$ cat src/rtl/and_gate_bist.sv
`default_nettype none
// ============================================================================
//  Module      : and_gate_bist
//  Description : Built-in self-test sequencer for a 2-input AND gate. Walks
//                the gate inputs through 00, 01, 10, 11, holds each vector
//                for SETTLE_CYCLES cycles, samples the gate output, counts
//                mismatches and reports pass/fail with the first failing
//                vector.
//  Options     : AND_BIST_STOP_ON_FAIL_EN - when defined, the first
//                mismatching vector ends the run immediately.
//  Revision    : 1.0 - initial release
// ============================================================================
module and_gate_bist #(
    parameter int SETTLE_CYCLES = 2      // legal range 1..15
) (
    input  logic       clk,
    input  logic       rst,
    input  logic       start_i,
    output logic       gate_a_o,
    output logic       gate_b_o,
    input  logic       gate_y_i,
    output logic       busy_o,
    output logic       done_o,
    output logic       pass_o,
    output logic [2:0] err_count_o,
    output logic [1:0] fail_vec_o
);

    // Settle counter is wide enough for the largest legal settle time.
    localparam int         CNT_W         = 4;
    localparam logic [CNT_W-1:0] C_SETTLE_LAST = CNT_W'(SETTLE_CYCLES - 1);
    localparam logic [1:0] C_LAST_VEC    = 2'd3;

    typedef enum logic [1:0] {
        S_IDLE   = 2'd0,
        S_SETTLE = 2'd1,
        S_CHECK  = 2'd2,
        S_DONE   = 2'd3
    } state_t;

    state_t           state_q,    state_d;
    logic [1:0]       vec_q,      vec_d;
    logic [CNT_W-1:0] cnt_q,      cnt_d;
    logic             gate_a_q,   gate_a_d;
    logic             gate_b_q,   gate_b_d;
    logic             busy_q,     busy_d;
    logic             done_q,     done_d;
    logic             pass_q,     pass_d;
    logic [2:0]       err_q,      err_d;
    logic [1:0]       fail_vec_q, fail_vec_d;

    // Gate output disagrees with the AND of the vector currently applied.
    logic             mismatch;
    // CHECK of the current vector ends the run.
    logic             end_run;

    assign mismatch = (gate_y_i != (vec_q[1] & vec_q[0]));

`ifdef AND_BIST_STOP_ON_FAIL_EN
    assign end_run = mismatch || (vec_q == C_LAST_VEC);
`else
    assign end_run = (vec_q == C_LAST_VEC);
`endif

    // State register and all registered outputs; reset wins over everything.
    always_ff @(posedge clk) begin
        if (rst) begin
            state_q    <= S_IDLE;
            vec_q      <= 2'd0;
            cnt_q      <= '0;
            gate_a_q   <= 1'b0;
            gate_b_q   <= 1'b0;
            busy_q     <= 1'b0;
            done_q     <= 1'b0;
            pass_q     <= 1'b0;
            err_q      <= 3'd0;
            fail_vec_q <= 2'd0;
        end else begin
            state_q    <= state_d;
            vec_q      <= vec_d;
            cnt_q      <= cnt_d;
            gate_a_q   <= gate_a_d;
            gate_b_q   <= gate_b_d;
            busy_q     <= busy_d;
            done_q     <= done_d;
            pass_q     <= pass_d;
            err_q      <= err_d;
            fail_vec_q <= fail_vec_d;
        end
    end

    // Next-state and next-output logic; everything holds unless changed below.
    always_comb begin
        state_d    = state_q;
        vec_d      = vec_q;
        cnt_d      = cnt_q;
        gate_a_d   = gate_a_q;
        gate_b_d   = gate_b_q;
        busy_d     = busy_q;
        done_d     = 1'b0;
        pass_d     = pass_q;
        err_d      = err_q;
        fail_vec_d = fail_vec_q;

        case (state_q)
            S_IDLE: begin
                gate_a_d = 1'b0;
                gate_b_d = 1'b0;
                if (start_i) begin
                    // Results of the previous run are discarded only here.
                    err_d      = 3'd0;
                    fail_vec_d = 2'd0;
                    pass_d     = 1'b0;
                    vec_d      = 2'd0;
                    cnt_d      = '0;
                    busy_d     = 1'b1;
                    state_d    = S_SETTLE;
                end
            end

            S_SETTLE: begin
                if (cnt_q == C_SETTLE_LAST) begin
                    cnt_d   = '0;
                    state_d = S_CHECK;
                end else begin
                    cnt_d = cnt_q + 1'b1;
                end
            end

            S_CHECK: begin
                if (mismatch) begin
                    err_d = err_q + 3'd1;
                    // A zero count means this is the first failing vector.
                    if (err_q == 3'd0) begin
                        fail_vec_d = vec_q;
                    end
                end
                if (end_run) begin
                    // Pass uses the updated count so the last vector counts.
                    pass_d   = (err_d == 3'd0);
                    busy_d   = 1'b0;
                    done_d   = 1'b1;
                    gate_a_d = 1'b0;
                    gate_b_d = 1'b0;
                    state_d  = S_DONE;
                end else begin
                    vec_d    = vec_q + 2'd1;
                    gate_a_d = vec_d[1];
                    gate_b_d = vec_d[0];
                    state_d  = S_SETTLE;
                end
            end

            S_DONE: begin
                gate_a_d = 1'b0;
                gate_b_d = 1'b0;
                state_d  = S_IDLE;
            end

            default: begin
                state_d = S_IDLE;
            end
        endcase
    end

    assign gate_a_o    = gate_a_q;
    assign gate_b_o    = gate_b_q;
    assign busy_o      = busy_q;
    assign done_o      = done_q;
    assign pass_o      = pass_q;
    assign err_count_o = err_q;
    assign fail_vec_o  = fail_vec_q;

endmodule
`default_nettype wire

$ cat config.mk
export PLATFORM = sky130hd
export DESIGN_NAME = and_gate_bist
export DESIGN_NICKNAME = d
export VERILOG_FILES = /design/src/rtl/and_gate_bist.sv
export SDC_FILE = /design/constraint.sdc
export NUM_CORES = 1
export LEC_CHECK = 0
export CAP_MARGIN = 40
export CORE_UTILIZATION = 30
export DETAILED_ROUTE_END_ITERATION = 10
export HOLD_SLACK_MARGIN = 0.02
export PLACE_DENSITY_LB_ADDON = 0.08
export SLEW_MARGIN = 0
export SYNTH_ARGS = -nofsm -noshare
export SYNTH_HDL_FRONTEND = slang
export SYNTH_SLANG_ARGS = --single-unit
$ cat constraint.sdc
create_clock -name clk -period 2.8 [get_ports clk]
set_input_delay 0.56 -clock clk [delete_from_list [all_inputs] [get_ports clk]]
set_output_delay 0.56 -clock clk [all_outputs]
set_load 0.01 [all_outputs]
== Yosys cells after proc, flatten, opt, wreduce, memory -nomap -nowiden ==
Cells that the tools add are included.

* Add/sub/neg operators: 3
* Eq/ne operators: 12
* Muxes and demuxes: 28
* Bitwise operators: 2
* Reduce and logical (&&, ||, !) cells: 14

{| class="wikitable"
|+ Operators with widths
! cell !! count
|-
| 2-bit two-way mux || 7
|-
| 2-bit != test (second input constant) || 6
|-
| 3-bit two-way mux || 3
|-
| 4-bit two-way mux || 2
|-
| 1-bit case mux with 2 select lines || 4
|-
| 2-bit case mux with 2 select lines || 2
|-
| 2-bit case mux with 4 select lines || 1
|-
| 4-bit case mux with 2 select lines || 1
|-
| 1-bit two-way mux || 7
|-
| 2-bit == test (second input constant) || 3
|-
| 3-bit zero test || 2
|-
| 3-bit case mux with 2 select lines || 1
|-
| 2-bit AND reduction || 3
|-
| 3-bit AND reduction || 2
|-
| 2-bit nonzero test || 3
|-
| 4-bit by 1-bit adder with 4-bit output (second input constant) || 1
|-
| 4-bit by 1-bit == test with 1-bit output (second input constant) || 1
|-
| 4-bit AND reduction || 1
|-
| 2-bit OR reduction || 2
|-
| 3-bit by 1-bit adder with 3-bit output (second input constant) || 1
|-
| 2-bit by 1-bit adder with 2-bit output (second input constant) || 1
|-
| 2-bit by 1-bit == test with 1-bit output (second input constant) || 1
|-
| 2-bit zero test || 1
|-
| 1-bit bitwise AND || 1
|-
| other kinds (2) || 2
|}

* Register bits after elaboration: 18
* Output and inout port bits: 10

== Depth between registers and ports, before layout ==
Gate-level depths: netlist (run 1).

* Depth after elaboration: 7
* Depth in mapped cells: 7

== Worst setup path before layout (run 1) ==
OpenSTA, ideal clock, no wires.

* Path kind: reg-to-reg
* From: register vec_q[0]
* To: register pass_q, in the netlist pass_o
* Arrival time: 1551 ps
* Slack: 1192 ps
* Stages on the path, launching flop included: 6
* Buffers on the path: 0
* Clock period less this slack: 1608 ps
* Cell sequence: dfxtp_1 ha_1 xor2_1 mux2_2 nor4b_1 a21o_1

* Longest elaborated chain between the ends: 7

{| class="wikitable"
|+ RTL lines
! element !! RTL line !! source
|-
| start: declaration || 42 || <nowiki>logic [1:0] vec_q, vec_d;</nowiki>
|-
| start signal: assignment || 80 || <nowiki>vec_q <= vec_d;</nowiki>
|-
| 1-bit bitwise AND || 57 || <nowiki>assign mismatch = (gate_y_i != (vec_q[1] & vec_q[0]));</nowiki>
|-
| 1-bit != test || 57 ||
|-
| 3-bit two-way mux || 131 || <nowiki>if (mismatch) begin</nowiki>
|-
| 3-bit two-way mux || 105 || <nowiki>case (state_q)</nowiki>
|-
| 3-bit zero test || 140 || <nowiki>pass_d = (err_d == 3'd0);</nowiki>
|-
| 1-bit two-way mux || 138 || <nowiki>if (end_run) begin</nowiki>
|-
| 1-bit case mux with 2 select lines || 105 ||
|-
| end signal: assignment || 86 || <nowiki>pass_q <= pass_d;</nowiki>
|-
| end: declaration || 48 || <nowiki>logic pass_q, pass_d;</nowiki>
|}

Parallel ways exist; a longest one is shown, timed or not. The select of a mux whose other input is x is not followed.
A chain may end at the register's enable or synchronous reset.

== Worst setup path after layout (run 1) ==
* From: register state_q[0]
* To: register pass_q, in the netlist pass_o

* Longest elaborated chain between the ends: 3

{| class="wikitable"
|+ RTL lines
! element !! RTL line !! source
|-
| start: declaration || 41 || <nowiki>state_t state_q, state_d;</nowiki>
|-
| start signal: assignment || 79 || <nowiki>state_q <= state_d;</nowiki>
|-
| 2-bit == test / 2-bit zero test (equally long branches) || 105 ||
|-
| 2-bit != test (no source line) / 2-bit nonzero test (equally long branches) || n/a ||
|-
| 3-bit AND reduction (no source line) || n/a ||
|}

Parallel ways exist; a longest one is shown, timed or not.

==> results of run 1 <==
## through the flow
step / cells / util
after floorplan: 119 / -
after global placement: 174 / 0.380
after detailed placement: 174 / 0.380
after CTS: 177 / 0.388
after global routing: 177 / 0.388
final: 177 / 0.388
## state kept, by name (all words and copies together), names as in the netlist, 2 cells and up
register and count:
cnt_q 4, vec_q 2, state_q 2, err_count_o 3, fail_vec_o 2
## layer usage
metal | vias up | GRT usage
met3 | 2 | 0.0390
met2 | 12 | 0.200
met4 | 0 | 0.0399
li1 | 445 | -
met5 | - | 0
met1 | 392 | 0.191
## path summary, 6_finish.rpt
path / start / end / cells after the start
setup / recovery: state_q[0] / pass_o / 7
hold / removal: fail_vec_o[0] / fail_vec_o[0] / 2
setup reg to reg: state_q[0] / pass_o / 7
hold reg to reg: fail_vec_o[0] / fail_vec_o[0] / 2
## cells in the mapped netlist (3+ instances only)
library cell	n	area (um2)
o21ai_0	6	30.0
inv_1	8	30.0
nor2_1	15	56.3
xor2_1	4	35.0
a32oi_1	3	26.3
a21oi_1	10	50.1
nand2_1	10	37.5
ha_1	10	125
dfxtp_1	18	360
## cell families after synthesis
logic type | count (synthesis)
compound gates | 29
xor+xnor | 6
fa+ha+maj | 10
buf+inv | 12
flops | 18
mux | 3
simple gates | 41
## report_power, final
part / switching, mW / internal (mW)
clock: 0.0797 / 0.0500
sequential: 0.0108 / 0.267
combinational: 0.0793 / 0.0593
total: 0.170 / 0.376
## worst max-delay path, delay by kind of cell (launching register included)
kind / cells / cell delay, ns
compound gates: 2 / 0.14
fa+ha+maj: 1 / 0.39
buf+inv: 2 / 0.31
flops: 1 / 0.40
mux: 1 / 0.44
simple gates: 1 / 0.21
## final cells by class
type,count,area [um2],area share
multi-input combinational,89,599,0.494
inverter,8,30.0,0.0248
timing repair buffer,15,145,0.120
clock buffer,3,22.5,0.0186
sequential,18,360,0.297
tap,44,55.1,0.0454
==> flow_summary.yaml, run 1 <==
die:
  std_cell_rows: 20
  io_pins: 14
  core_um2: 3130
  initial_utilization: 0.322
  die_w_um: 59.9
  dieArea_um2: 3590
  floorplan.die.height_um: 59.9
clocking:
  cts_htree_levels: 1
  clkSinkCount: 18
  post_cts_resized: 0
  tritoncts: "built"
  setup_repair_bufs_after_cts: 0
  clock_slew_at_reported_path_ffs_ns: 0.11
  clock-root-buffer: "clkbuf_4"
  clkLatencyLatePin_ns: 0.30
  cts_inserted_buffers: 3
  ctsLongestPathBuffers: 2
  postCtsHoldBufs: 0
global_routing:
  grt_first_pass_wirelength_um: 3590
  global_route.usage.total: 0.136
  via_count_of_the_first_global_routing_pass: 754
  grt_remaining_overflow: 0
  initial_antenna_violation_count: 0
  pin_count_of_the_biggest_net_entering_global_routing: 15
setup_path:
  reg2reg_slack_ns: 0.87
  crit_path_max_incr_delay_ns: 0.44
  critPathArrivalTime_ns: 2.18
  critical_path_start_end_classification: "flip-flop to flip-flop"
  worstPathMaxFanout: 14
  worstSetupEndpointType: "flip-flop"
  timing.critical_path.cells: "inv_1, ha_1, mux2i_1, buf_4, a21oi_1, nor3b_1, a21o_1"
  slowest_stage: "mux2i_1"
  worst_setup_path_start_kind: "flip-flop"
  data_required_time_of_the_critical_path_ns: 3.05
hold_path:
  hold_path_class: "flip-flop to flip-flop"
run_status:
  status: "finished clean"
drt:
  wl_um: 2170
  detail-route-antenna-nets: 0
  detail_route.wl_per_cell_um: 12.3
  routed.top_layer: "met4"
  drt-pass1-iter-count: 4
  met3RoutedLength_um: 64
  first_iter_violations: 27
  post_drt_via_cell_ratio: 4.81
  vias: 851
  drt-met1-wl_um: 1150
  met2WireLength_um: 936
  remaining_drc_errors: 0
yosys:
  yosys-mux-area-fraction: 0.0323
  largest_family_of_logic_cells_by_synthesized_area: "simple AND/OR/NAND/NOR gates"
  synthAdderAreaFrac: 0.124
  fraction_of_the_mapped_netlist_area_in_simple_logic_gates: 0.203
  post_synth_instance_area_um2: 1010
  synth_compound_gate_area_share: 0.184
  syn-instance-count: 119
  register_bit_total_from_synthesis: 18
  synth_warnings: 0
  yosysUniqueCellTypes: 36
  synth_ff_type: "dfxtp_1"
  synth_edf_count: 0
  synthesis.nets: 133
  synth_sequential_area_ratio: 0.358
  synth_async_sr_flop_share: 0
  yosys.area_share.xor_xnor: 0.0522
  synth.avg_cell_area_um2: 8.45
placed_design:
  postPlaceCellArea_um2: 1190
  gp_weighted_congestion: 0.746
  hpwl_um: 1600
  number_of_input_and_output_port_buffers_inserted: 13
  dpl_worst_slack_ns: 0.609
finish:
  mostFrequentLayoutCells: "dfxtp_1, nor2_1, clkdlybuf4s50_1"
  synthesis_to_finish_area_growth_pct: 20.5
  post-route-cell-area_um2: 1210
  antenna-diode-count: 0
  nFillCells: 337
  final_net_count: 149
  layout.cells.most_common: "dfxtp_1"
  ratio_of_cells_with_drive_above_1_in_the_final_layout: 0.0677
sta:
  final.period_utilization: 0.689
  fin_crit_ns: 1.93
  final.hold.worst_slack_ns: 0.482
  postLayoutSetupSlackWorst_ns: 0.871
  timing.fmax_mhz: 519
  fin_setup_tns_ns: 0
  setup_viol: 0
  worst_pin_slew_ns: 0.510
  rsz0062_at_grt: "no"
  timing.max_slew.rel_slack: 0.660
  timing.final.hold_violations: 0
  timing_max_transition_violations_final: 0
  timing.clock.skew_ns: 0.0133
pwr:
  irDropWorstVdd_mv: 0.257
  power_density_nw_per_um2: 451
  post-layout-total-power_mw: 0.546
  cellLeakagePower_nw: 0.462
job:
  maxCapViolCount: 0
Power figures use the tool's default switching activity.
==> run 2, diff against run 1 <==
clock period = 1.8 ns   (was 2.8 ns; I/O delays follow)
==> run 2 against run 1 <==
Against the previous run: sequential power increased by 56%; final cell count increased by 9.0%; clock power increased by 97%; non-clock buffer count increased by 15; die area unchanged; sequential share of layout area decreased by 2.7 points; count of clock-buffer cells in the layout increased by 1; critical path type is now flip-flop to output pin; largest cell class unchanged; highest routed layer unchanged.
==> flow_summary.yaml, run 2 (synthesis gave the netlist of run 1 again) <==
run_status:
  status: "finished clean"
placed_design:
  hpwl_um: 1780
  number_of_input_and_output_port_buffers_inserted: 13
  gp_weighted_congestion: 0.798
setup_path:
  timing.critical_path.cells: "clkdlybuf4s50_1"
  worstSetupEndpointType: "output pin"
  worst_setup_path_start_kind: "flip-flop"
  critPathArrivalTime_ns: 1.30
  data_required_time_of_the_critical_path_ns: 1.44
  crit_path_max_incr_delay_ns: 0.57
  critical_path_start_end_classification: "flip-flop to output pin"
  worstPathMaxFanout: 5
  slowest_stage: "clkdlybuf4s50_1"
  timing.critical_path.max_delay_family: "buffers and inverters"
  path_buf_inv: 1
finish:
  mostFrequentLayoutCells: "buf_4, nor2_1, dfxtp_1, clkdlybuf4s50_1"
  ratio_of_cells_with_drive_above_1_in_the_final_layout: 0.195
  final_net_count: 164
  max_flop_register: "cnt_q"
  largest_reg_flops: 4
  antenna-diode-count: 0
  nFillCells: 323
  synthesis_to_finish_area_growth_pct: 33.7
  layout.cells.most_common: "buf_4"
sta:
  timing.fmax_mhz: 604
  rsz0062_at_grt: "no"
  fin_crit_ns: 1.66
  timing.final.hold_violations: 0
  worst_pin_slew_ns: 0.417
  timing.max_slew.rel_slack: 0.722
  timing_max_transition_violations_final: 0
  timing.clock.skew_ns: 0.00866
  final.hold.worst_slack_ns: 0.481
  final.period_utilization: 0.920
  setup_viol: 0
clocking:
  cts_inserted_buffers: 3
  clkSinkCount: 18
  setup_repair_bufs_after_cts: 0
  clkLatencyLatePin_ns: 0.30
  ctsLongestPathBuffers: 2
  cts_htree_levels: 1
  clock-root-buffer: "clkbuf_4"
  clock_slew_at_reported_path_ffs_ns: 0.11
  tritoncts: "built"
global_routing:
  grt_remaining_overflow: 0
  initial_antenna_violation_count: 0
  global_route.usage.total: 0.151
  pin_count_of_the_biggest_net_entering_global_routing: 11
  grt_first_pass_wirelength_um: 4000
  via_count_of_the_first_global_routing_pass: 870
die:
  die_w_um: 59.9
  dieArea_um2: 3590
  core_um2: 3130
  std_cell_rows: 20
  floorplan.die.height_um: 59.9
  initial_utilization: 0.322
  io_pins: 14
drt:
  detail_route.wl_per_cell_um: 12.0
  detail-route-antenna-nets: 0
  drt-pass1-iter-count: 4
  wl_um: 2320
  post_drt_via_cell_ratio: 4.63
  first_iter_violations: 16
  remaining_drc_errors: 0
  vias: 893
job:
  maxCapViolCount: 0
pwr:
  irDropWorstVdd_mv: 0.337
  cellLeakagePower_nw: 0.547
  post-layout-total-power_mw: 0.948
  power_density_nw_per_um2: 705
hold_path:
  hold_path_class: "flip-flop to flip-flop"
-- run 2: final cells by class --
type                    count  area (um2)  share of cell area
clock buffers               4        36.3              0.0270
inverters                   8        30.0              0.0223
multi-input cells          89         602               0.447
flip-flops and latches     18         364               0.271
well taps                  44        55.1              0.0409
repair buffers             30         258               0.192
-- run 2: power by group --
group          leakage [nW]  switching [mW]  internal [mW]
clock                0.0210           0.133          0.123
sequential            0.147          0.0170          0.416
combinational         0.378           0.131          0.128
total                 0.547           0.281          0.667
-- run 2: metal layers --
metal	vias up	routed length, um	share of wire	global-route usage
li1	477	-	-	-
met1	406	1210	0.52	0.216
met2	8	1040	0.45	0.221
met3	2	52	0.022	0.0216
met4	0	20	0.0086	0.0698
met5	-	0	0	0
-- run 2: metrics by stage --
step / std cells / setup TNS [ns] / worst slack (ns) / util / area [um2]
floorplan: 119 / 0 / 0.192 / - / 1010
global placement: 189 / -0.108 / -0.0858 / 0.416 / 1300
detailed placement: 189 / -0.197 / -0.139 / 0.416 / 1300
CTS: 193 / 0 / 0.0555 / 0.428 / 1340
global route: 193 / 0 / 0.00624 / 0.430 / 1350
finish: 193 / 0 / 0.143 / 0.430 / 1350
-- run 2: path summary, 6_finish.rpt --
| path | slack (ns) | endpoint | cells after the start | startpoint |
|---|---|---|---|---|
| setup / recovery | 0.14 | err_count_o[1] | 1 | err_count_o[1] |
| hold / removal | 0.48 | fail_vec_o[1] | 2 | fail_vec_o[1] |
| setup reg to reg | 0.15 | fail_vec_o[1] | 6 | state_q[0] |
| hold reg to reg | 0.48 | fail_vec_o[1] | 2 | fail_vec_o[1] |
-- run 2: timing repair --
action                                  4_1_cts  5_1_grt
endpoints found under the setup margin        0        5
resized for setup                             0        4
hold buffers                                  0        0
==> run 3, diff against run 2 <==
CTS_BUF_LIST = sky130_fd_sc_hd__clkbuf_4   (was unset)
CTS_CLUSTER_SIZE = 12   (was unset)
==> run 3 against run 2 <==
Against the previous run: global-route usage unchanged; clock power down 17%; first-iteration DRC count unchanged; final cell count unchanged; sequential power about the same; sequential share of layout area up 0.20 points; total power down 4.7%; critical path type unchanged; critical endpoint unchanged.
==> flow_summary.yaml, run 3 (synthesis gave the netlist of run 1 again) <==
drt:
  detail_route.wl_per_cell_um: 12.0
  drt-pass1-iter-count: 4
  first_iter_violations: 16
  vias: 894
  remaining_drc_errors: 0
  wl_um: 2310
  post_drt_via_cell_ratio: 4.63
  detail-route-antenna-nets: 0
die:
  std_cell_rows: 20
  core_um2: 3130
  dieArea_um2: 3590
  io_pins: 14
  die_w_um: 59.9
  initial_utilization: 0.322
  floorplan.die.height_um: 59.9
setup_path:
  stages_on_the_worst_setup_path: 1
  worstPathMaxFanout: 5
  timing.critical_path.max_delay_family: "buffers and inverters"
  worstSetupEndpointType: "output pin"
  crit_path_max_incr_delay_ns: 0.57
  slowest_stage: "clkdlybuf4s50_1"
  worst-r2r-cell-count: 6
  critPathArrivalTime_ns: 1.30
  timing.critical_path.cells: "clkdlybuf4s50_1"
  worst_setup_path_start_kind: "flip-flop"
  critical_path_start_end_classification: "flip-flop to output pin"
  data_required_time_of_the_critical_path_ns: 1.44
  path_buf_inv: 1
sta:
  final.period_utilization: 0.920
  timing.final.hold_violations: 0
  timing.fmax_mhz: 604
  rsz0062_at_grt: "no"
  timing.clock.skew_ns: 0.0106
  timing.max_slew.rel_slack: 0.721
  timing_max_transition_violations_final: 0
  fin_crit_ns: 1.66
  setup_viol: 0
  worst_pin_slew_ns: 0.418
run_status:
  status: "finished clean"
global_routing:
  global_route.usage.total: 0.151
  via_count_of_the_first_global_routing_pass: 870
  grt_remaining_overflow: 0
  initial_antenna_violation_count: 0
  pin_count_of_the_biggest_net_entering_global_routing: 11
  grt_first_pass_wirelength_um: 4000
clocking:
  clock_slew_at_reported_path_ffs_ns: 0.11
  clkLatencyLatePin_ns: 0.30
  ctsLongestPathBuffers: 2
  tritoncts: "built"
  clock-root-buffer: "clkbuf_4"
  cts_htree_levels: 1
  clkSinkCount: 18
  postCtsHoldBufs: 0
  setup_repair_bufs_after_cts: 0
  cts_inserted_buffers: 3
job:
  maxCapViolCount: 0
hold_path:
  hold_path_class: "flip-flop to flip-flop"
  worst_hold_path.num_cells: 2
placed_design:
  postPlaceCellArea_um2: 1300
  number_of_input_and_output_port_buffers_inserted: 13
  hpwl_um: 1780
  gp_weighted_congestion: 0.798
finish:
  layout.cells.most_common: "buf_4"
  synthesis_to_finish_area_growth_pct: 32.7
  ratio_of_cells_with_drive_above_1_in_the_final_layout: 0.188
  antenna-diode-count: 0
  max_flop_register: "cnt_q"
  post-route-cell-area_um2: 1340
  final_net_count: 164
  mostFrequentLayoutCells: "buf_4, nor2_1, dfxtp_1, clkdlybuf4s50_1"
  largest_reg_flops: 4
  nFillCells: 327
pwr:
  power_density_nw_per_um2: 677
  cellLeakagePower_nw: 0.541
  irDropWorstVdd_mv: 0.333
  post-layout-total-power_mw: 0.904
==> run 3: cell count changes in the layout (fill, tap and decap cells not counted) <==
cell / before / now
clkinv_1: 0 / 1
clkbuf_8: 1 / 0
==> run 3: area by class of cell <==
type                    instances  area (um2)  area share
multi-input cells              89         602       0.451
flip-flops and latches         18         364       0.273
repair buffers                 30         258       0.193
well taps                      44        55.1      0.0412
inverters                       8        30.0      0.0225
clock buffers                   3        22.5      0.0169
clock inverters                 1        3.75     0.00281
==> run 3: where the power goes <==
| part | switching (mW) | internal (mW) |
|---|---|---|
| Sequential | 0.0168 | 0.416 |
| Clock | 0.131 | 0.0807 |
| Combinational | 0.131 | 0.128 |
==> run 3: worst paths after layout <==
kind / endpoint / startpoint / slack (ns)
worst min register to register: fail_vec_o[1] / fail_vec_o[1] / 0.48
worst max register to register: fail_vec_o[1] / state_q[0] / 0.16
worst min-delay path: fail_vec_o[1] / fail_vec_o[1] / 0.48
worst max-delay path: err_count_o[1] / err_count_o[1] / 0.14
==> run 3: repair_timing <==
action                                  in CTS  in global routing
endpoints found under the hold margin        0                  0
endpoints found under the setup margin       0                  5
gates resized for setup                      0                  4
==> run 3: per-stage QoR <==
stage                     instances  utilization  hold WS (ns)  worst slack [ns]  TNS, ns
after floorplan                 119            -         0.439             0.192        0
after global placement          189        0.416         0.464           -0.0858   -0.108
after detailed placement        189        0.416         0.469            -0.139   -0.197
after CTS                       193        0.425         0.486            0.0555        0
after global routing            193        0.427         0.497           0.00659        0
final                           193        0.427         0.481             0.143        0
==> run 3: per-layer routing <==
layer | share of wire | wire length (um) | track usage | vias up
li1 | - | - | - | 476
met3 | 0.023 | 52 | 0.0216 | 2
met5 | 0 | 0 | 0 | -
met1 | 0.52 | 1200 | 0.216 | 408
met4 | 0.0087 | 20 | 0.0698 | 0
met2 | 0.45 | 1040 | 0.221 | 8
